**src/rtl/handwrite_canvas.sv**
```systemverilog
// Mouse-driven handwriting canvas: saturating fixed-point cursor, gap-free
// stroke filling between successive cursor cells, and a registered crosshair overlay.
module handwrite_canvas #(
  parameter int GRID_W    = 30,
  parameter int GRID_H    = 30,
  parameter int FRAC_BITS = 9,
  parameter int CELL_PX   = 3,
  parameter int ORIGIN_X  = 537,
  parameter int ORIGIN_Y  = 276,
  parameter int ARM       = 5,
  parameter int COLOR_W   = 10
) (
  input  logic                        i_clk,
  input  logic                        i_rst,
  input  logic                        i_mouse_valid,
  input  logic                        i_btn_left,
  input  logic                        i_btn_right,
  input  logic signed [8:0]           i_move_x,
  input  logic signed [8:0]           i_move_y,
  input  logic                        i_clear,
  input  logic                        i_ink_lock,
  input  logic [10:0]                 i_x,
  input  logic [10:0]                 i_y,
  input  logic [COLOR_W-1:0]          i_red,
  input  logic [COLOR_W-1:0]          i_green,
  input  logic [COLOR_W-1:0]          i_blue,
  output logic [COLOR_W-1:0]          o_red,
  output logic [COLOR_W-1:0]          o_green,
  output logic [COLOR_W-1:0]          o_blue,
  output logic [GRID_W*GRID_H-1:0]    o_canvas,
  output logic                        o_busy,
  output logic                        o_drop
);
  localparam int XLIM = GRID_W << FRAC_BITS;
  localparam int YLIM = GRID_H << FRAC_BITS;
  localparam int AXW  = $clog2(XLIM);
  localparam int AYW  = $clog2(YLIM);
  localparam int CW   = AXW - FRAC_BITS;
  localparam int RW   = AYW - FRAC_BITS;
  localparam int NC   = GRID_W * GRID_H;
  localparam int IW   = $clog2(NC);

  typedef enum logic {IDLE, FILL} state_t;

  state_t                  state_q, state_d;
  logic [AXW-1:0]          cx_q, cx_d;
  logic [AYW-1:0]          cy_q, cy_d;
  logic [CW-1:0]           wc_q, wc_d, tc_q, tc_d;
  logic [RW-1:0]           wr_q, wr_d, tr_q, tr_d;
  logic                    val_q, val_d;
  logic [NC-1:0]           canvas_q, canvas_d;
  logic                    pend_vld_q, pend_vld_d;
  logic                    pend_paint_q, pend_paint_d;
  logic                    pend_val_q, pend_val_d;
  logic signed [8:0]       pend_mx_q, pend_mx_d, pend_my_q, pend_my_d;
  logic                    drop_q, drop_d;

  logic                    live_paint, take, pk_paint, pk_val;
  logic signed [8:0]       pk_mx, pk_my;
  logic [11:0]             pxc, pyc;
  logic                    hit;

  function automatic logic [AXW-1:0] sat_x(input logic [AXW-1:0] a, input logic signed [8:0] m);
    logic signed [AXW+1:0] s;
    s = $signed({2'b00, a}) + $signed({{(AXW-7){m[8]}}, m});
    if (s < 0)                                sat_x = '0;
    else if (s >= $signed((AXW+2)'(XLIM)))    sat_x = AXW'(XLIM - 1);
    else                                      sat_x = s[AXW-1:0];
  endfunction

  function automatic logic [AYW-1:0] sat_y(input logic [AYW-1:0] a, input logic signed [8:0] m);
    logic signed [AYW+1:0] s;
    s = $signed({2'b00, a}) + $signed({{(AYW-7){m[8]}}, m});
    if (s < 0)                                sat_y = '0;
    else if (s >= $signed((AYW+2)'(YLIM)))    sat_y = AYW'(YLIM - 1);
    else                                      sat_y = s[AYW-1:0];
  endfunction

  function automatic logic [CW-1:0] step_c(input logic [CW-1:0] w, input logic [CW-1:0] t);
    if (w < t)      step_c = w + CW'(1);
    else if (w > t) step_c = w - CW'(1);
    else            step_c = w;
  endfunction

  function automatic logic [RW-1:0] step_r(input logic [RW-1:0] w, input logic [RW-1:0] t);
    if (w < t)      step_r = w + RW'(1);
    else if (w > t) step_r = w - RW'(1);
    else            step_r = w;
  endfunction

  function automatic logic [IW-1:0] cell_idx(input logic [CW-1:0] c, input logic [RW-1:0] r);
    cell_idx = IW'(r) * IW'(GRID_W) + IW'(c);
  endfunction

  always_comb begin
    state_d      = state_q;
    cx_d         = cx_q;
    cy_d         = cy_q;
    wc_d         = wc_q;
    wr_d         = wr_q;
    tc_d         = tc_q;
    tr_d         = tr_q;
    val_d        = val_q;
    canvas_d     = canvas_q;
    pend_vld_d   = pend_vld_q;
    pend_paint_d = pend_paint_q;
    pend_val_d   = pend_val_q;
    pend_mx_d    = pend_mx_q;
    pend_my_d    = pend_my_q;
    drop_d       = 1'b0;
    take         = 1'b0;
    // Paint mode is fixed when the packet arrives, so a queued packet keeps it.
    live_paint   = (i_btn_left | i_btn_right) & ~i_ink_lock;
    pk_paint     = pend_vld_q ? pend_paint_q : live_paint;
    pk_val       = pend_vld_q ? pend_val_q   : i_btn_left;
    pk_mx        = pend_vld_q ? pend_mx_q    : i_move_x;
    pk_my        = pend_vld_q ? pend_my_q    : i_move_y;

    case (state_q)
      IDLE: begin
        take = pend_vld_q | i_mouse_valid;
        if (pend_vld_q) begin
          pend_vld_d   = i_mouse_valid;
          pend_paint_d = live_paint;
          pend_val_d   = i_btn_left;
          pend_mx_d    = i_move_x;
          pend_my_d    = i_move_y;
        end
        if (take) begin
          cx_d = sat_x(cx_q, pk_mx);
          cy_d = sat_y(cy_q, pk_my);
          if (pk_paint && !i_clear) begin
            wc_d    = cx_q[AXW-1:FRAC_BITS];
            wr_d    = cy_q[AYW-1:FRAC_BITS];
            tc_d    = cx_d[AXW-1:FRAC_BITS];
            tr_d    = cy_d[AYW-1:FRAC_BITS];
            val_d   = pk_val;
            state_d = FILL;
          end
        end
      end
      FILL: begin
        if (i_mouse_valid) begin
          if (pend_vld_q) begin
            drop_d = 1'b1;
          end else begin
            pend_vld_d   = 1'b1;
            pend_paint_d = live_paint;
            pend_val_d   = i_btn_left;
            pend_mx_d    = i_move_x;
            pend_my_d    = i_move_y;
          end
        end
        if (i_clear) begin
          state_d = IDLE;
        end else begin
          canvas_d[cell_idx(wc_q, wr_q)] = val_q;
          if (wc_q == tc_q && wr_q == tr_q) begin
            state_d = IDLE;
          end else begin
            wc_d = step_c(wc_q, tc_q);
            wr_d = step_r(wr_q, tr_q);
          end
        end
      end
      default: state_d = IDLE;
    endcase

    if (i_clear) canvas_d = '0;
  end

  always_ff @(posedge i_clk) begin
    if (i_rst) begin
      state_q    <= IDLE;
      cx_q       <= '0;
      cy_q       <= '0;
      canvas_q   <= '0;
      pend_vld_q <= 1'b0;
      drop_q     <= 1'b0;
    end else begin
      state_q    <= state_d;
      cx_q       <= cx_d;
      cy_q       <= cy_d;
      canvas_q   <= canvas_d;
      pend_vld_q <= pend_vld_d;
      drop_q     <= drop_d;
    end
  end

  always_ff @(posedge i_clk) begin
    wc_q         <= wc_d;
    wr_q         <= wr_d;
    tc_q         <= tc_d;
    tr_q         <= tr_d;
    val_q        <= val_d;
    pend_paint_q <= pend_paint_d;
    pend_val_q   <= pend_val_d;
    pend_mx_q    <= pend_mx_d;
    pend_my_q    <= pend_my_d;
  end

  // Crosshair compares are widened to 13 bits so the +/-ARM window never wraps.
  always_comb begin
    pxc = 12'(ORIGIN_X) + 12'(cx_q[AXW-1:FRAC_BITS]) * 12'(CELL_PX);
    pyc = 12'(ORIGIN_Y) + 12'(cy_q[AYW-1:FRAC_BITS]) * 12'(CELL_PX);
    hit = (({1'b0, i_x} == pxc) &&
           ({2'b00, i_y} + 13'(ARM) >= {1'b0, pyc}) &&
           ({2'b00, i_y} <= {1'b0, pyc} + 13'(ARM))) ||
          (({1'b0, i_y} == pyc) &&
           ({2'b00, i_x} + 13'(ARM) >= {1'b0, pxc}) &&
           ({2'b00, i_x} <= {1'b0, pxc} + 13'(ARM)));
  end

  always_ff @(posedge i_clk) begin
    if (i_rst) begin
      o_red   <= '0;
      o_green <= '0;
      o_blue  <= '0;
    end else begin
      o_red   <= hit ? '1 : i_red;
      o_green <= hit ? '1 : i_green;
      o_blue  <= hit ? '1 : i_blue;
    end
  end

  assign o_canvas = canvas_q;
  assign o_busy   = (state_q == FILL);
  assign o_drop   = drop_q;
endmodule

```
**config.mk**
```make
export PLATFORM = sky130hd
export DESIGN_NAME = handwrite_canvas
export DESIGN_NICKNAME = d
export VERILOG_FILES = /design/src/rtl/handwrite_canvas.sv
export SDC_FILE = /design/constraint.sdc
export NUM_CORES = 2
export LEC_CHECK = 0
export CORE_AREA = 4 4 392 394
export CTS_BUF_LIST = sky130_fd_sc_hd__clkbuf_8
export CTS_CLUSTER_DIAMETER = 40
export DETAILED_ROUTE_END_ITERATION = 12
export DIE_AREA = 0 0 396 398
export GPL_ROUTABILITY_DRIVEN = 0
export HOLD_SLACK_MARGIN = 0.06
export SLEW_MARGIN = 20
export SYNTH_ARGS = -nofsm -noshare
export SYNTH_HDL_FRONTEND = slang
export SYNTH_SLANG_ARGS = --single-unit
```
**constraint.sdc**
```tcl
create_clock -name i_clk -period 5.9 [get_ports i_clk]
set_input_delay 1.475 -clock i_clk [delete_from_list [all_inputs] [get_ports i_clk]]
set_output_delay 1.475 -clock i_clk [all_outputs]
set_load 0.01 [all_outputs]
```
==> results.toml <==
[status]
status = "completed"

[routing]
wl_met1_um = 86630
wl_met2_um = 95650
routed_wl_um = 206800
via_per_inst = 5.107
drc = 0
top_layer = "met5"
num_vias = 41980
ant_nets = 0
firstDrtPassIters = 6
drt-initial-drc-count = 3376
routedWlPerCell_um = 25.16
wl_met3_um = 16610

[grt]
grt_usage_pct = 24.89
grt_overflow = 0
grt_pass1_wl_um = 290400
grt_pass1_vias = 40440
grt_max_degree = 211
grt_antenna_before_repair = 27

[sta]
rsz0062_at_grt = "false"
slew_viol_final = 0
finalCriticalPeriod_ns = 5.562
fmax_ghz = 0.1798
tightest_slew_ns = 1.126
setup_violations = 0
finalHoldViolations = 0
setup_tns_ns = 0
post-route-period-util_pct = 94.28
timing.slew.headroom_pct = 24.95
finalClockSkew_ns = 0.08077

[finish]
drive_above_1_share_pct = 10.61
fill_cells = 14600
synthToLayoutAreaGrowth_pct = 37.59
fin_cells = 8221
nets = 6255

[floorplanning]
fp-row-count = 142
die_w_um = 396
die_height_um = 398
die_area_mm2 = 0.1576
initial_core_util_pct = 30.98
ios = 1009
core_mm2 = 0.1498

[synth]
synth_edf_count = 41
synth_top_area_share_pct = 41.46
syn_inst = 5085
syn_avg_cell_area_um2 = 9.126
postSynth.asyncResetShare_pct = 0
yosys.cell_count.top_type = "nand2_1"
synth_area_leaders = "dfxtp_1 41%, mux2i_1 19%, nand2_1 10%"
synth.net_count = 5290
synth.distinct_cells = 77
synth_common_cells = "1,232 x nand2_1, 961 x dfxtp_1, 902 x mux2i_1"
synth_seq_cells = 1002
synth_top_cell_by_area = "dfxtp_1"
yosysSeqAreaShare_pct = 44.11
synth_flop_cell = "dfxtp_1"
syn-cell-area_mm2 = 0.04641
ys_warn_count = 0

[power_and_ir_drop]
leakagePower_nw = 27.85
peakVddDrop_mv = 0.3449
p_per_area_mw_per_mm2 = 301.1

[place]
portBuffers = 1008
dpl.cell_count = 7868
post-dp-hpwl_um = 142900

[clock_network]
clkTransAtPathRegs_ns = 0.06
cts_tree = "built"
cts-resized-gates = 0
cts_buffer_depth = 3
cts_inserted_buffers = 191
cts_sinks = 1002
htreeDepth = 4
cts_root_buf = "clkbuf_8"
clk_latency_ns = 0.94

[worst_setup_path]
required_ns = 6.68
cp-end-kind = "register"
cpMostUsedCell = "fa_1"
critPathKind = "register to register"
path_max_fanout = 16
path_buf_inv = 3
arrival_ns = 6.35
start_kind = "register"
max_stage_delay_ns = 0.92
crit_chain = "fa_1, fa_1, inv_1, fa_1, inv_1, ha_1, o21a_1, o21a_1, o211ai_1, and2_2, nor4b_4, buf_4, nand3_1, mux2i_1"
crit_slowest_cell = "nor4b_4"
crit_family = "adder cells"

[run]
maxCapViolCount = 0

[min_path]
min_path_type = "register to register"
## power breakdown
part           internal (mW)  switching [mW]  leakage [nW]  total [mW]
registers               6.87          0.0393          8.13        6.91
logic                   1.14            3.61          17.4        4.75
clock network           4.26            3.30          2.32        7.56
## kinds of logic after synthesis
| family | after synthesis | synth area share (%) |
|---|---|---|
| buffers and inverters | 502 | 4.516 |
| AND/OR/NAND/NOR | 2163 | 21.08 |
| flip-flops | 1002 | 44.11 |
| adder cells (fa/ha/maj) | 128 | 3.678 |
| AO/OA/AOI/OAI | 272 | 4.751 |
| XOR/XNOR | 79 | 1.507 |
| multiplexers | 939 | 20.35 |
## path summary, 6_finish.rpt
check                startpoint       endpoint  slack (ns)  cells past startpoint
setup reg to reg        wr_q[0]  o_canvas[725]        0.34                     14
setup / recovery        wr_q[0]  o_canvas[725]        0.34                     14
hold / removal    o_canvas[447]  o_canvas[447]        0.46                      2
hold reg to reg   o_canvas[447]  o_canvas[447]        0.46                      2
## flip-flops by register name, indices dropped and copies added, names as in the netlist, 9 cells and up
signal / cells
o_green: 10
o_red: 10
pend_my_q: 9
pend_mx_q: 9
cy_q: 14
cx_q: 14
o_canvas: 900
o_blue: 10
## tightest hold or removal path: stages, from the launching register on
cell and delay [ns]:
dfxtp_1 0.30, nand2_1 0.05, mux2i_1 0.05
## area by class of cell
cell class | count | area (um2) | share of cell area (%)
repair buffers | 1213 | 12090 | 18.93
clock buffers | 223 | 3069 | 4.807
well taps | 2016 | 2522 | 3.951
multi-input cells | 3581 | 24290 | 38.05
inverters | 61 | 229.0 | 0.3586
clock inverters | 119 | 1160 | 1.817
flip-flops and latches | 1002 | 20470 | 32.06
diodes | 6 | 15.01 | 0.02352
## routing by layer
metal	up-vias	GRT usage, %
met5	-	0
met2	1538	40.13
li1	19440	-
met3	311	6.987
met1	20680	31.43
met4	8	9.863
## stage by stage
| stage | power [mW] | cell area (um2) | utilization [%] | hold slack (ns) | worst slack [ns] |
|---|---|---|---|---|---|
| finish | 19.22 | 63850 | 42.63 | 0.4555 | 0.3375 |
| floorplan | 9.836 | 46410 | - | 0.4563 | 1.294 |
| global placement | 11.74 | 59550 | 39.76 | 0.4438 | 0.3338 |
| detailed placement | 11.77 | 59550 | 39.76 | 0.4508 | 0.2307 |
| CTS | 19.36 | 63770 | 42.58 | 0.4585 | 0.2621 |
| global route | 19.96 | 63840 | 42.62 | 0.4727 | 0.02162 |
## cell usage in the layout (no fill, tap or decap), types with 9 or more instances in the layout
master              n
buf_4             169
o21a_1             16
nand2b_1           42
a21oi_4            31
a21o_1             30
clkbuf_8          223
xnor2_1            42
edfxtp_1           41
clkdlybuf4s50_1  1008
mux2i_1           902
nor3_4             24
a31oi_1             9
nor4b_4            10
nor3_2             14
ha_1              114
buf_12             35
a21oi_1            61
a22o_1              9
o21ai_0            44
xor2_1             32
nand3_1           532
inv_1             106
clkinv_2           23
fa_1               14
nor2b_1            11
a221o_1             9
bufinv_16          17
dfxtp_1           960
nor2_1             51
nand2_1          1231
nor3_1             45
mux2_2             37
nand4_1           159
## what timing repair did
| item | in CTS | in global routing |
|---|---|---|
| setup endpoints to repair | 0 | 3 |
| setup buffers | 0 | 4 |
| hold buffers | 0 | 0 |
Note: power is estimated with default switching activity, not from simulation.
